## config.mk

```make
export PLATFORM = sky130hd
export DESIGN_NAME = mac_err_stats_flat
export DESIGN_NICKNAME = d
export VERILOG_FILES = /design/src/rtl/mac_pkg.sv /design/src/rtl/mac_err_stats_if.sv /design/src/rtl/mac_err_stats_abs_diff.sv /design/src/rtl/mac_err_stats.sv /design/src/flat_wrapper.sv
export SDC_FILE = /design/constraint.sdc
export NUM_CORES = 1
export LEC_CHECK = 0
export CAP_MARGIN = 20
export CORE_ASPECT_RATIO = 1.5
export CORE_MARGIN = 1
export CORE_UTILIZATION = 41
export DETAILED_ROUTE_END_ITERATION = 16
export DONT_BUFFER_PORTS = 1
export SLEW_MARGIN = 30
export SYNTH_ARGS = -nofsm -noshare
export SYNTH_HDL_FRONTEND = slang
export SYNTH_HIERARCHICAL = 1
export SYNTH_SLANG_ARGS = --single-unit
```

## constraint.sdc

```tcl
create_clock -name clk -period 4.4 [get_ports clk]
set_input_delay 0.88 -clock clk [delete_from_list [all_inputs] [get_ports clk]]
set_output_delay 0.88 -clock clk [all_outputs]
set_load 0.005 [all_outputs]
```

## src/rtl/mac_pkg.sv

```systemverilog
// Shared definitions for the MAC error-statistics block: default widths and
// the measurement FSM state encoding.
package mac_pkg;

  localparam int unsigned DEF_RES_WIDTH = 32;
  localparam int unsigned DEF_CNT_WIDTH = 16;
  localparam int unsigned DEF_SUM_WIDTH = 48;

  typedef enum logic [1:0] {
    ST_IDLE  = 2'd0,
    ST_RUN   = 2'd1,
    ST_DRAIN = 2'd2,
    ST_DONE  = 2'd3
  } state_e;

endpackage

```

## src/rtl/mac_err_stats_if.sv

```systemverilog
// Bundle of run control, sample inputs and statistics outputs between the
// result source (master) and the statistics block (slave).
interface mac_err_stats_if
  import mac_pkg::*;
#(
  parameter int unsigned RES_WIDTH = DEF_RES_WIDTH,
  parameter int unsigned CNT_WIDTH = DEF_CNT_WIDTH,
  parameter int unsigned SUM_WIDTH = DEF_SUM_WIDTH
);

  logic                 start;
  logic [CNT_WIDTH-1:0] n_samples;
  logic                 valid_in;
  logic [RES_WIDTH-1:0] r_exact;
  logic [RES_WIDTH-1:0] r_approx;

  logic                 busy;
  logic                 done;
  logic [CNT_WIDTH-1:0] sample_cnt;
  logic [CNT_WIDTH-1:0] err_count;
  logic [RES_WIDTH-1:0] max_err;
  logic [SUM_WIDTH-1:0] sum_err;
  logic                 sum_sat;

  modport master (
    output start, n_samples, valid_in, r_exact, r_approx,
    input  busy, done, sample_cnt, err_count, max_err, sum_err, sum_sat
  );

  modport slave (
    input  start, n_samples, valid_in, r_exact, r_approx,
    output busy, done, sample_cnt, err_count, max_err, sum_err, sum_sat
  );

endinterface

```

## src/rtl/mac_err_stats_abs_diff.sv

```systemverilog
// Combinational absolute difference and mismatch flag of two unsigned MAC
// results; the parent registers the outputs as pipeline stage 1.
module abs_diff
  import mac_pkg::*;
#(
  parameter int unsigned RES_WIDTH = DEF_RES_WIDTH
) (
  input  logic [RES_WIDTH-1:0] a,
  input  logic [RES_WIDTH-1:0] b,
  output logic [RES_WIDTH-1:0] diff,
  output logic                 mismatch
);

  // Subtract the smaller from the larger so the result never wraps.
  always_comb begin
    if (a >= b) begin
      diff = a - b;
    end else begin
      diff = b - a;
    end
    mismatch = (a != b);
  end

endmodule

```

## src/rtl/mac_err_stats.sv

```systemverilog
// Error statistics between the exact and approximate results of two MAC
// instances fed the same operands. A run of n_samples accepted samples goes
// through a two-stage pipeline (abs diff, then accumulate) and ends with a
// one-cycle done pulse. SUM_WIDTH must be at least RES_WIDTH.
module mac_err_stats
  import mac_pkg::*;
#(
  parameter int unsigned RES_WIDTH = DEF_RES_WIDTH,
  parameter int unsigned CNT_WIDTH = DEF_CNT_WIDTH,
  parameter int unsigned SUM_WIDTH = DEF_SUM_WIDTH
) (
  input logic            clk,
  input logic            rst,
  mac_err_stats_if.slave bus
);

  state_e               state_q, state_d;
  logic [CNT_WIDTH-1:0] n_lat_q, n_lat_d;
  logic [CNT_WIDTH-1:0] sample_cnt_q, sample_cnt_d;
  logic [CNT_WIDTH-1:0] err_count_q, err_count_d;
  logic [RES_WIDTH-1:0] max_err_q, max_err_d;
  logic [SUM_WIDTH-1:0] sum_err_q, sum_err_d;
  logic                 sum_sat_q, sum_sat_d;

  // Pipeline stage 1: registered difference of the accepted sample.
  logic                 s1_vld_q, s1_vld_d;
  logic [RES_WIDTH-1:0] s1_diff_q, s1_diff_d;
  logic                 s1_mis_q, s1_mis_d;

  logic [RES_WIDTH-1:0] diff_w;
  logic                 mis_w;
  logic                 start_ok;
  logic                 accept;
  logic                 last_accept;
  logic [CNT_WIDTH-1:0] cnt_inc;
  logic [SUM_WIDTH:0]   sum_ext;

  abs_diff #(
    .RES_WIDTH (RES_WIDTH)
  ) u_abs_diff (
    .a        (bus.r_exact),
    .b        (bus.r_approx),
    .diff     (diff_w),
    .mismatch (mis_w)
  );

  assign start_ok    = (state_q == ST_IDLE) && bus.start;
  assign accept      = (state_q == ST_RUN) && bus.valid_in;
  assign cnt_inc     = sample_cnt_q + CNT_WIDTH'(1);
  assign last_accept = accept && (cnt_inc == n_lat_q);
  // One extra bit catches the carry that signals saturation.
  assign sum_ext     = {1'b0, sum_err_q} + (SUM_WIDTH + 1)'(s1_diff_q);

  // State register.
  always_ff @(posedge clk) begin
    // NOTE: sequential state uses non-blocking assignments so every flop
    // samples the pre-edge values regardless of statement order.
    if (rst) begin
      state_q <= ST_IDLE;
    end else begin
      state_q <= state_d;
    end
  end

  // Next-state logic.
  always_comb begin
    // NOTE: assigning a default first keeps every path driven, so no latch
    // is inferred when a case arm leaves the state unchanged.
    state_d = state_q;
    case (state_q)
      ST_IDLE: begin
        if (bus.start) begin
          state_d = (bus.n_samples != '0) ? ST_RUN : ST_DONE;
        end
      end
      ST_RUN: begin
        if (last_accept) begin
          state_d = ST_DRAIN;
        end
      end
      ST_DRAIN: state_d = ST_DONE;
      ST_DONE:  state_d = ST_IDLE;
      default:  state_d = ST_IDLE;
    endcase
  end

  // FSM outputs and statistics onto the bus.
  always_comb begin
    bus.busy       = (state_q != ST_IDLE);
    bus.done       = (state_q == ST_DONE);
    bus.sample_cnt = sample_cnt_q;
    bus.err_count  = err_count_q;
    bus.max_err    = max_err_q;
    bus.sum_err    = sum_err_q;
    bus.sum_sat    = sum_sat_q;
  end

  // Datapath: stage-1 capture, stage-2 accumulation, clear on accepted start.
  always_comb begin
    n_lat_d      = n_lat_q;
    sample_cnt_d = sample_cnt_q;
    err_count_d  = err_count_q;
    max_err_d    = max_err_q;
    sum_err_d    = sum_err_q;
    sum_sat_d    = sum_sat_q;
    s1_vld_d     = accept;
    s1_diff_d    = s1_diff_q;
    s1_mis_d     = s1_mis_q;

    if (accept) begin
      s1_diff_d    = diff_w;
      s1_mis_d     = mis_w;
      sample_cnt_d = cnt_inc;
    end

    if (s1_vld_q) begin
      if (sum_ext[SUM_WIDTH]) begin
        sum_err_d = '1;
        sum_sat_d = 1'b1;
      end else begin
        sum_err_d = sum_ext[SUM_WIDTH-1:0];
      end
      if (s1_diff_q > max_err_q) begin
        max_err_d = s1_diff_q;
      end
      if (s1_mis_q) begin
        err_count_d = err_count_q + CNT_WIDTH'(1);
      end
    end

    // A start can only be accepted in IDLE, where stage 1 is always empty.
    if (start_ok) begin
      n_lat_d      = bus.n_samples;
      sample_cnt_d = '0;
      err_count_d  = '0;
      max_err_d    = '0;
      sum_err_d    = '0;
      sum_sat_d    = 1'b0;
      s1_vld_d     = 1'b0;
    end
  end

  // Datapath registers.
  always_ff @(posedge clk) begin
    // NOTE: pipeline data registers are reset too, so a run aborted by reset
    // leaves no stale difference that could leak into the next run.
    if (rst) begin
      n_lat_q      <= '0;
      sample_cnt_q <= '0;
      err_count_q  <= '0;
      max_err_q    <= '0;
      sum_err_q    <= '0;
      sum_sat_q    <= 1'b0;
      s1_vld_q     <= 1'b0;
      s1_diff_q    <= '0;
      s1_mis_q     <= 1'b0;
    end else begin
      n_lat_q      <= n_lat_d;
      sample_cnt_q <= sample_cnt_d;
      err_count_q  <= err_count_d;
      max_err_q    <= max_err_d;
      sum_err_q    <= sum_err_d;
      sum_sat_q    <= sum_sat_d;
      s1_vld_q     <= s1_vld_d;
      s1_diff_q    <= s1_diff_d;
      s1_mis_q     <= s1_mis_d;
    end
  end

endmodule

```

## src/flat_wrapper.sv

```systemverilog
// flat-port wrapper written by rule: the top's interface ports become plain ports
module mac_err_stats_flat import mac_pkg::*;
#(
  parameter int unsigned RES_WIDTH = DEF_RES_WIDTH,
  parameter int unsigned CNT_WIDTH = DEF_CNT_WIDTH,
  parameter int unsigned SUM_WIDTH = DEF_SUM_WIDTH
)
  (clk, rst, bus_start, bus_n_samples, bus_valid_in, bus_r_exact, bus_r_approx, bus_busy, bus_done, bus_sample_cnt, bus_err_count, bus_max_err, bus_sum_err, bus_sum_sat);
  mac_err_stats_if #(.RES_WIDTH(RES_WIDTH), .CNT_WIDTH(CNT_WIDTH), .SUM_WIDTH(SUM_WIDTH)) bus_i ();
  input logic clk;
  input logic rst;
  input wire logic [$bits(bus_i.start)-1:0] bus_start;
  input wire logic [$bits(bus_i.n_samples)-1:0] bus_n_samples;
  input wire logic [$bits(bus_i.valid_in)-1:0] bus_valid_in;
  input wire logic [$bits(bus_i.r_exact)-1:0] bus_r_exact;
  input wire logic [$bits(bus_i.r_approx)-1:0] bus_r_approx;
  output wire logic [$bits(bus_i.busy)-1:0] bus_busy;
  output wire logic [$bits(bus_i.done)-1:0] bus_done;
  output wire logic [$bits(bus_i.sample_cnt)-1:0] bus_sample_cnt;
  output wire logic [$bits(bus_i.err_count)-1:0] bus_err_count;
  output wire logic [$bits(bus_i.max_err)-1:0] bus_max_err;
  output wire logic [$bits(bus_i.sum_err)-1:0] bus_sum_err;
  output wire logic [$bits(bus_i.sum_sat)-1:0] bus_sum_sat;
  assign bus_i.start = bus_start;
  assign bus_i.n_samples = bus_n_samples;
  assign bus_i.valid_in = bus_valid_in;
  assign bus_i.r_exact = bus_r_exact;
  assign bus_i.r_approx = bus_r_approx;
  assign bus_busy = bus_i.busy;
  assign bus_done = bus_i.done;
  assign bus_sample_cnt = bus_i.sample_cnt;
  assign bus_err_count = bus_i.err_count;
  assign bus_max_err = bus_i.max_err;
  assign bus_sum_err = bus_i.sum_err;
  assign bus_sum_sat = bus_i.sum_sat;
  mac_err_stats #(.RES_WIDTH(RES_WIDTH), .CNT_WIDTH(CNT_WIDTH), .SUM_WIDTH(SUM_WIDTH)) u_core (.clk(clk), .rst(rst), .bus(bus_i));
endmodule
```

Word level (Yosys, flattened, before mapping)
Cells that the tools add are included.
{"block": "totals", "reg_bits": 165, "inputBits": 84, "out_inout_bits": 115}
{"block": "classes", "add_sub_neg": 5, "magnitude_cmp": 2, "n_eq_ne": 7, "muxes": 6, "reduce_logical": 11}
{"cell": "32-bit subtractor", "count": 2}
{"cell": "48-bit by 32-bit adder with 49-bit output", "count": 1}
{"cell": "48-bit 2-to-1 mux", "count": 1}
{"cell": "16-bit by 1-bit adder with 16-bit output, second input constant", "count": 2}
{"cell": "32-bit greater-or-equal comparator", "count": 1}
{"cell": "32-bit > comparator", "count": 1}
{"cell": "32-bit 2-to-1 mux", "count": 1}
{"cell": "32-bit != test", "count": 1}
{"cell": "16-bit equality test", "count": 1}
{"cell": "16-bit nonzero test", "count": 1}
{"cell": "2-bit one-hot mux with 4 select lines", "count": 1}
{"cell": "2-bit AND reduction", "count": 4}
{"cell": "2-bit 2-to-1 mux", "count": 3}
{"cell": "2-bit equality test, second input constant", "count": 2}
{"cell": "1-bit logical AND", "count": 3}
{"cell": "2-bit by 1-bit equality test with 1-bit output, second input constant", "count": 1}
{"cell": "2-bit logical NOT", "count": 1}
{"cell": "2-bit by 1-bit != test with 1-bit output, second input constant", "count": 1}
{"cell": "2-bit != test, second input constant", "count": 1}
{"cell": "2-bit nonzero test", "count": 1}
{"cell": "2-bit OR reduction", "count": 1}

Depth between registers and ports, before layout
Gate-level depths: netlist of the first run.
{"block": "logic_depth", "depth_word": 5, "depth_mapped": 15, "depth_no_buf": 13}

By module
The synthesis of the first run kept the hierarchy.
{"mod": "mac_err_stats", "instances": 1, "cells_each": 1210, "area_each_um2": 9605.5, "seq_area_each_um2": 3303.2}
{"mod": "abs_diff", "instances": 1, "cells_each": 541, "area_each_um2": 3604.7, "seq_area_each_um2": 0.0}

Least setup slack after synthesis of the first run
OpenSTA, ideal clock, no wires.
{"block": "synth_path", "path_kind": "in2reg", "start": "in bus_r_exact[2]", "end": "reg u_core.s1_diff_q[18]", "setup_time_ns": 0.070, "arrival_ns": 3.251, "slack_ns": 1.079, "cell_stages": 14, "n_path_buf": 2, "path_cell_list": "inv_1 ha_1 buf_6 nor2b_4 o311a_4 o211ai_2 nand2_1 a211oi_2 buf_6 mux2i_1 mux2_2 o211ai_1 nand2_1 a21oi_1"}
{"block": "synth_between", "elab_chain_cells": 2}
{"item": "start, declared", "line": "flat_wrapper.sv:15", "rtl": "input wire logic [$bits(bus_i.r_exact)-1:0] bus_r_exact;"}
{"item": "32-bit subtractor (tied with other cells)", "line": "mac_err_stats_abs_diff.sv:19", "rtl": "diff = b - a;"}
{"item": "32-bit 2-to-1 mux (*)", "line": "mac_err_stats_abs_diff.sv:16", "rtl": "if (a >= b) begin"}
{"item": "via u_core.diff_w[18]", "line": "mac_err_stats.sv:30", "rtl": "logic [RES_WIDTH-1:0] diff_w;"}
{"item": "end signal, assigned", "line": "mac_err_stats.sv:165", "rtl": "s1_diff_q <= s1_diff_d;"}
{"item": "end, declared", "line": "mac_err_stats.sv:27", "rtl": "logic [RES_WIDTH-1:0] s1_diff_q, s1_diff_d;"}
Mark *: on every way through the listed nets, which the timed path passes. The rest lies on a longest branch.
A chain may end at the register's enable or synchronous reset.

Worst setup path after layout of the first run
{"block": "layout_path", "start": "in bus_r_exact[5]", "end": "reg u_core.s1_diff_q[31]"}
Same word-level chain as after synthesis.

==> metrics, run 1 <==
Yosys cell types=between 80 and 90; Worst Setup Start Kind=primary input; Final Wtd Congestion=between 0.9 and 1; # DRC=0; # clock sinks=~170; initial drt markers=around 660; CP Max Fanout=13; crit path from=bus_r_exact[5]; Setup Skew=between 10 and 15 ps; Final Critical Period=between 3000 and 4000 ps; Max Slew Vio Count=0; Starting Density=between 40% and 50%; global-route wire length before repair=62.4 mm; area of the mapped netlist=13200 um2; FFs w/ async S/R, synth=0%; RSZ-0062 raised after global routing=false; worst rel slew slack=between 20 and 30%; leakage power=between 5 and 6 nW; Gates resized, CTS repair=0; Syn-to-layout area delta=5.63%; Post-synth EDFFs=0; most common cell after layout, fill and taps aside=a21oi_1; post-DP HPWL=approximately 31 mm; Diodes inserted=0; initial antenna violation count=0; final hold violation count=0; Ports=199; Mapped Cells=between 1500 and 2000; CTS tree=yes; critical path type=in -> reg; CORE AREA=~32000 um2; status=complete, no violations; H-tree depth=4; Max Cap Violations=0; maximum VDD drop=between 0.4 and 0.5 mV; routed wire length=approximately 40 mm; CP arrival=roughly 4000 ps; # rows=80; DR vias/cell=about 5.8; WL met2=between 15 and 20 mm; post-synthesis sequential area ratio=between 20% and 30%; r2r startpoint=u_core/bus.max_err[30]; first-pass iteration count of the detailed router=5; crit path capture type=flip-flop; DR top layer=met4; flop2flop setup slack=980 ps; Setup TNS Final=0 ps; layout cell share with drive strength beyond 1=5.29%; CP Capture Point=u_core/s1_diff_q[31]; CP required=about 4800 ps; Port Buffers=0; DR WL/cell=18.7 um; Antenna Nets Post-Route=0; PD cells=about 370 nW/um2; crit share post-route=81.9%; CTS Hold Bufs=0; GRT Total Usage=a little under a quarter; Post-CTS Setup Inserts=0; Slew @ Worst Pin=~1000 ps; Top FF cell, synth=dfxtp_1; chip width=between 100 and 150 um; met1 WL=between 15 and 20 mm; most frequent cells in the layout=a21oi_1, nand2_1, dfxtp_1; setup ws final=796 ps; Die H=222 um; Final Setup Violations=0; Synth top area share=about a quarter; top cells by area, synth=dfxtp_1, ha_1, a21oi_1; FF-to-FF path depth=10; routed via count=about 12000; root buf cell=clkbuf_16; clk_lat worst skew=roughly 460 ps; die area=between 30000 and 40000 um2; vias in the first global route=~12000; syn_nets=a little under 2000; GRT overflow=0; largest area contributor in the netlist=dfxtp_1; mean post-synth cell area=roughly 7.5 um2; number of synthesized register bits=165; pin count of the biggest net entering global routing=between 50 and 60; WL met3=roughly 1.9 mm; Num CTS Buffers=17; Clock Path Buffers=2; worst min path class=reg -> reg; pre-CTS setup slack=between 400 and 500 ps; Final nets=1908; Syn. warnings=6; Worst-path clk slew=approximately 70 ps; Fmax=between 200 and 300 MHz; Worst R2R End=u_core/bus.max_err[10]
[state kept, by name, indices dropped and copies added (netlist names)]
| name | flops |
|---|---|
| u_core/bus.sum_err | 48 |
| u_core/bus.max_err | 32 |
| u_core/s1_diff_q | 32 |
| u_core/bus.err_count | 16 |
| u_core/bus.sample_cnt | 16 |
| u_core/n_lat_q | 16 |
| u_core/state_q | 2 |
| u_core/bus.sum_sat | 1 |
| u_core/s1_mis_q | 1 |
| u_core/s1_vld_q | 1 |
[metrics by stage]
stage	area (um2)	hold WS (ps)	util (%)	std cells	total power, mW
after floorplan	13200	432	-	1751	3.29
after global placement	13400	455	42.2	2078	3.77
after detailed placement	13400	460	42.2	2078	3.78
after CTS	14000	470	44.0	2110	5.23
after global routing	14000	464	44.0	2110	5.52
final	14000	467	44.0	2110	5.19
[worst min path at each step]
stage	end	cells after the start	startpoint
4_1_cts	u_core/n_lat_q[0]	2	u_core/n_lat_q[0]
3_5_place_dp	u_core/n_lat_q[0]	2	u_core/n_lat_q[0]
2_1_floorplan	u_core/s1_mis_q	2	u_core/s1_mis_q
6_report	u_core/n_lat_q[0]	2	u_core/n_lat_q[0]
5_1_grt	u_core/s1_diff_q[24]	1	rst
3_3_place_gp	u_core/n_lat_q[1]	2	u_core/n_lat_q[1]
[synth_stat cells, types with 4 or more instances]
| cell type | instances |
|---|---|
| inv_1 | 127 |
| xor2_1 | 57 |
| mux2i_1 | 21 |
| o21a_1 | 16 |
| ha_1 | 134 |
| o21ai_1 | 34 |
| mux2_2 | 5 |
| xnor2_1 | 45 |
| a21o_1 | 50 |
| nor4_1 | 10 |
| nor2_1 | 91 |
| nand2b_1 | 11 |
| o211ai_1 | 18 |
| o211ai_2 | 4 |
| nand4_1 | 39 |
| nand3_1 | 71 |
| nand2_1 | 190 |
| a211oi_1 | 17 |
| and3_1 | 14 |
| buf_2 | 40 |
| a21boi_0 | 4 |
| o31ai_1 | 5 |
| o21ai_0 | 94 |
| a211o_1 | 4 |
| nor3_1 | 28 |
| dfxtp_1 | 165 |
| and2_1 | 12 |
| or3_1 | 10 |
| clkbuf_1 | 48 |
| o2111ai_1 | 4 |
| a31oi_1 | 19 |
| buf_4 | 8 |
| o21bai_1 | 13 |
| nor2b_1 | 12 |
| a21oi_1 | 231 |
| nor3b_1 | 4 |
| and4_1 | 11 |
| o211a_1 | 4 |
[report_power, final]
| part | internal (mW) | switching [mW] | total, mW |
|---|---|---|---|
| sequential | 1.60 | 0.148 | 1.75 |
| clock | 0.738 | 0.689 | 1.43 |
| combinational | 0.654 | 1.36 | 2.01 |
[worst max-delay path: stages]
cell and delay [ps]:
inv_1 20, ha_1 400, a211oi_1 380, o21ai_1 170, o211ai_2 150, nand2_1 160, a211oi_4 750, buf_4 310
mux2i_1 310, o311ai_2 120, xor2_1 150, nand2_1 60, a21oi_1 120
[metal layers]
| metal | vias up | GRT usage (%) |
|---|---|---|
| li1 | 6101 | - |
| met1 | 5797 | 27.7 |
| met2 | 348 | 41.4 |
| met3 | 88 | 4.47 |
| met4 | 0 | 11.8 |
| met5 | - | 0 |
[cells by family after synthesis]
group	synth area share, %
compound gates	26.5
buf+inv	7.24
simple gates	19.3
mux	2.02
xor+xnor	6.76
flops	25.0
fa+ha+maj	13.1
[cell type report]
type / instances / area (um2)
Tap cell: 410 / 513
Clock buffer: 18 / 429
Timing Repair Buffer: 19 / 143
Clock inverter: 14 / 123
Multi-Input combinational cell: 1357 / 8970
Fill cell: 3216 / 17800
Sequential cell: 165 / 3300
Inverter: 127 / 477
Power figures use the tool's default switching activity.
==> inputs of run 2 (changes only) <==
==> constraint.sdc (replaced) <==
create_clock -name clk -period 3.2 [get_ports clk]
set_input_delay 0.64 -clock clk [delete_from_list [all_inputs] [get_ports clk]]
set_output_delay 0.64 -clock clk [all_outputs]
set_load 0.005 [all_outputs]
==> metrics, run 2 (synthesis gave the netlist of run 1 again) <==
status=complete, no violations; Max Cap Violations=0; Worst Hold End=u_core/s1_diff_q[22]; clk_lat worst skew=about 450 ps; routed wire length=around 40 mm; post-DP HPWL=31.9 mm; worst rel slew slack=between 50% and 60%; Antenna Nets Post-Route=0; CP arrival=between 3000 and 4000 ps; Crit-path slowest cell=or4_1; CORE AREA=31700 um2; Worst R2R End=u_core/bus.max_err[1]; leakage power=between 6 and 7 nW; r2r startpoint=u_core/bus.max_err[29]; Hold Path Cell Cnt=1; vias in the first global route=approximately 12000; CP required=approximately 3600 ps; crit path capture type=flip-flop; # clock sinks=approximately 170; routed via count=12700; PD cells=505 nW/um2; Clock Path Buffers=2; Ports=between 150 and 200; Setup TNS Final=0 ps; GRT Total Usage=between 20% and 30%; hold_sp=rst; initial drt markers=about 620; initial antenna violation count=0; number of flip-flops in the largest register=48; layout cell share with drive strength beyond 1=11.8%; Slew @ Worst Pin=643 ps; # rows=80; FF-to-FF path depth=11; Final nets=roughly 2000; Diodes inserted=0; Starting Density=41.6%; global-route wire length before repair=roughly 63 mm; die area=between 30000 and 40000 um2; chip width=149 um; DR WL/cell=17.9 um; Most common cell on crit path=nand4_1; flop2flop setup slack=between 150 and 200 ps; Fmax=approximately 330 MHz; hold slack=between 200 and 300 ps; DR vias/cell=5.69; Worst Setup Start Kind=flip-flop; setup ws final=about 200 ps; Port Buffers=0; critical path type=reg -> reg; most frequent cells in the layout=a21oi_1, nand2_1, dfxtp_1; RSZ-0062 raised after global routing=false; cell family with most CP delay=simple AND/OR/NAND/NOR gates; Die H=about 220 um; Max Slew Vio Count=0; final hold violation count=0; maximum VDD drop=between 0.5 and 0.6 mV; worst min path class=in -> reg; CTS tree=yes; first-pass iteration count of the detailed router=7; Syn-to-layout area delta=13.5%; CP max stage delay=between 600 and 700 ps; Worst-path clk slew=70 ps; most common cell after layout, fill and taps aside=a21oi_1; Final Setup Violations=0; Worst Path Buf+Inv=2; pre-CTS setup slack=-191 ps; Final Critical Period=between 3000 and 4000 ps; GRT overflow=0; crit share post-route=between 90% and 100%; pin count of the biggest net entering global routing=55; # DRC=0; H-tree depth=4; CP Max Fanout=31; CTS Hold Bufs=0; # fillers=roughly 3200; root buf cell=clkbuf_16; Final Wtd Congestion=approximately 0.94; Num CTS Buffers=17; Setup Skew=around 12 ps; crit path cell chain=inv_1 -> ha_1 -> nand4_1 -> nor3_2 -> nand4_1 -> or4_1 -> nor3_4 -> or2b_2 -> buf_12 -> o21ai_0 -> a21oi_1
==> run 2: changes by cell type in the layout (fill, tap and decap cells not counted), moves of 2 or more <==
cell | previous run | this run
buf_12 | 0 | 5
buf_4 | 19 | 137
clkbuf_8 | 0 | 2
clkinv_4 | 3 | 1
==> run 2: cell type report <==
class / count / area (um2) / share of cell area, %
Clock buffer: 19 / 453 / 3.02
Clock inverter: 13 / 134 / 0.893
Inverter: 127 / 477 / 3.18
Multi-Input combinational cell: 1357 / 8990 / 59.9
Sequential cell: 165 / 3300 / 22.0
Tap cell: 410 / 513 / 3.42
Timing Repair Buffer: 142 / 1130 / 7.53
==> run 2: routing by layer <==
| layer | GRT usage, % | wire length [um] | up-vias |
|---|---|---|---|
| li1 | - | - | 6350 |
| met1 | 28.5 | 16500 | 5876 |
| met2 | 42.5 | 20100 | 404 |
| met3 | 4.05 | 2180 | 69 |
| met4 | 9.98 | 1230 | 0 |
| met5 | 0 | 0 | - |
==> run 2: worst register-to-register path: cells and delay by family, from the launching register on <==
family / cells / cell delay [ps]
compound gates: 2 / 260
buf+inv: 2 / 240
simple gates: 6 / 1810
flops: 1 / 340
fa+ha+maj: 1 / 290
==> run 2: report_power, final <==
part           internal, mW  leakage [nW]  total, mW  switching (mW)
Clock                  1.14         0.286       2.08           0.942
Combinational          1.15          4.80       3.11            1.97
Sequential             2.20          1.33       2.38           0.177
Total                  4.49          6.42       7.57            3.09
==> run 2: metrics by stage <==
step | power, mW | area [um2] | utilization [%] | instances
finish | 7.57 | 15000 | 47.3 | 2233
global route | 8.04 | 15000 | 47.3 | 2233
CTS | 7.54 | 15000 | 47.2 | 2232
detailed placement | 5.45 | 14400 | 45.3 | 2200
global placement | 5.42 | 14400 | 45.3 | 2200
floorplan | 4.52 | 13200 | - | 1751
==> run 2: repair_timing <==
item                                    4_1_cts  5_1_grt
gates resized for setup                       0        4
setup buffers                                 0        1
endpoints found under the setup margin        0       22
==> run 2: worst max path at each step <==
stage / start / end / depth (start not counted)
6_report: u_core/bus.max_err[29] / u_core/bus.max_err[1] / 11
5_1_grt: u_core/bus.sum_err[0] / u_core/bus.sum_err[30] / 10
4_1_cts: u_core/bus.max_err[29] / u_core/bus.max_err[1] / 11
3_5_place_dp: bus_r_exact[0] / u_core/s1_diff_q[31] / 15
3_3_place_gp: bus_r_exact[9] / u_core/s1_diff_q[18] / 14
2_1_floorplan: bus_r_exact[2] / u_core/s1_diff_q[18] / 14
==> inputs of run 3 (changes only) <==
--- a/config.mk
+++ b/config.mk
@@ -8,9 +8,11 @@
 export CAP_MARGIN = 20
 export CORE_ASPECT_RATIO = 1.5
 export CORE_MARGIN = 1
-export CORE_UTILIZATION = 41
+export CORE_UTILIZATION = 59
 export DETAILED_ROUTE_END_ITERATION = 16
 export DONT_BUFFER_PORTS = 1
+export PLACE_DENSITY = 0.78
+export SKIP_CTS_REPAIR_TIMING = 1
 export SLEW_MARGIN = 30
 export SYNTH_ARGS = -nofsm -noshare
 export SYNTH_HDL_FRONTEND = slang
==> metrics, run 3 (synthesis gave the netlist of run 1 again) <==
status=complete, no violations; crit share post-route=between 90% and 100%; most frequent cells in the layout=a21oi_1, nand2_1, dfxtp_1; post-DP HPWL=29.7 mm; # fillers=1866; GRT overflow=0; Antenna Nets Post-Route=0; Fmax=~330 MHz; number of flip-flops in the largest register=48; Hold Path Cell Cnt=1; DR vias/cell=6.21; Diodes inserted=0; Max Cap Violations=0; # rows=66; Final Setup Violations=0; Worst-path clk slew=approximately 70 ps; leakage power=around 6.3 nW; FF-to-FF path depth=10; critical path type=reg -> reg; worst min path class=in -> reg; most common cell after layout, fill and taps aside=a21oi_1; maximum VDD drop=0.547 mV; crit path from=u_core/bus.sum_err[0]; CP Max Fanout=4; combinational power share=between 40% and 50%; Syn-to-layout area delta=10.6%; H-tree depth=4; CP arrival=around 3400 ps; Final Power=roughly 7.5 mW; initial antenna violation count=0; pin count of the biggest net entering global routing=54; Port Buffers=0; CTS tree=yes; PD cells=around 520 nW/um2; Setup Skew=approximately 13 ps; Worst R2R End=u_core/bus.sum_err[30]; # DRC=0; Placed Instances=a little over 2000; RSZ-0062 raised after global routing=false; routed wire length=38.2 mm; NetSw=between 3 and 4 mW; GRT Total Usage=between 30% and 40%; global-route wire length before repair=59.3 mm; CP Capture Point=u_core/bus.sum_err[30]; final non-filler cell total=roughly 2100; chip width=between 100 and 150 um; hold slack=266 ps; root buf cell=clkbuf_16; routed via count=approximately 13000; Final nets=between 1500 and 2000; clk_lat worst skew=440 ps; Internal=roughly 4.5 mW; Num CTS Buffers=17; r2r startpoint=u_core/bus.sum_err[0]; Ports=a little under 200; Max Slew Vio Count=0; Worst Setup Start Kind=flip-flop; Starting Density=between 60% and 70%; DR WL/cell=between 15 and 20 um; flop2flop setup slack=about 130 ps; die area=approximately 23000 um2; final hold violation count=0; Util after Layout=67.0%; first-pass iteration count of the detailed router=8; initial drt markers=between 800 and 900; Clock Path Buffers=2; worst rel slew slack=roughly 53%; # clock sinks=between 150 and 200; Die H=185 um; crit path capture type=flip-flop; Final Critical Period=3070 ps; CP required=~3500 ps; Net Sw Frac=between 40% and 50%; Final Wtd Congestion=around 1; Setup TNS Final=0 ps; vias in the first global route=between 10000 and 15000; Clk pwr share=approximately 28%; Slew @ Worst Pin=slightly below 700 ps; Reg power frac=31.5%; layout cell share with drive strength beyond 1=10.1%; CORE AREA=~22000 um2
run 3: cell types whose count changed in the layout (fill, tap and decap cells not counted), sizes merged:
| cell | previous run | this run |
|---|---|---|
| bufinv | 1 | 2 |
| clkbuf | 19 | 18 |
| buf | 142 | 109 |
| clkinvlp | 2 | 1 |
run 3: power groups by stage:
| stage | Clock, mW | Sequential (mW) | Combinational [mW] |
|---|---|---|---|
| after floorplan | 0 | 2.36 | 2.16 |
| after global placement | 0 | 2.42 | 2.89 |
| after detailed placement | 0 | 2.42 | 2.94 |
| after CTS | 2.14 | 2.37 | 2.95 |
| after global routing | 2.25 | 2.40 | 3.32 |
| final | 2.11 | 2.38 | 3.05 |
run 3: how the worst min path moves through the flow:
stage | start | end
finish | rst | u_core/n_lat_q[12]
global route | rst | u_core/n_lat_q[10]
CTS | rst | u_core/n_lat_q[10]
detailed placement | u_core/s1_mis_q | u_core/s1_mis_q
global placement | u_core/s1_mis_q | u_core/s1_mis_q
floorplan | u_core/s1_mis_q | u_core/s1_mis_q
run 3: routing by layer:
metal / GRT usage [%] / part of all wire [%] / wire, um / up-vias
met2: 56.1 / 50 / 19000 / 468
met3: 7.51 / 6.6 / 2520 / 104
li1: - / - / - / 6279
met4: 17.9 / 4.9 / 1880 / 0
met1: 37.0 / 39 / 14800 / 5952
met5: 0 / 0 / 0 / -
run 3: per-stage QoR:
| step | setup WS (ps) | instance area (um2) |
|---|---|---|
| floorplan | 119 | 13200 |
| global placement | -44.8 | 14000 |
| detailed placement | -128 | 14000 |
| CTS | 116 | 14600 |
| global route | 16.4 | 14600 |
| finish | 134 | 14600 |
run 3: final cells by class:
| type | count | area (um2) | share of cell area [%] |
|---|---|---|---|
| multi-input combinational | 1357 | 8980 | 61.5 |
| clock buffer | 18 | 439 | 3.01 |
| tap | 272 | 340 | 2.33 |
| inverter | 127 | 477 | 3.26 |
| sequential | 165 | 3300 | 22.6 |
| clock inverter | 13 | 160 | 1.10 |
| timing repair buffer | 109 | 906 | 6.20 |
run 3: critical path: stages, from the launching register on:
cell and delay [ps]:
dfxtp_1 360, ha_1 240, fa_1 430, a21oi_1 210, o22ai_1 170, o211ai_2 310, o21ai_2 140, a2111oi_2 350
o21ai_1 210, a2111oi_2 410, nor3_1 100
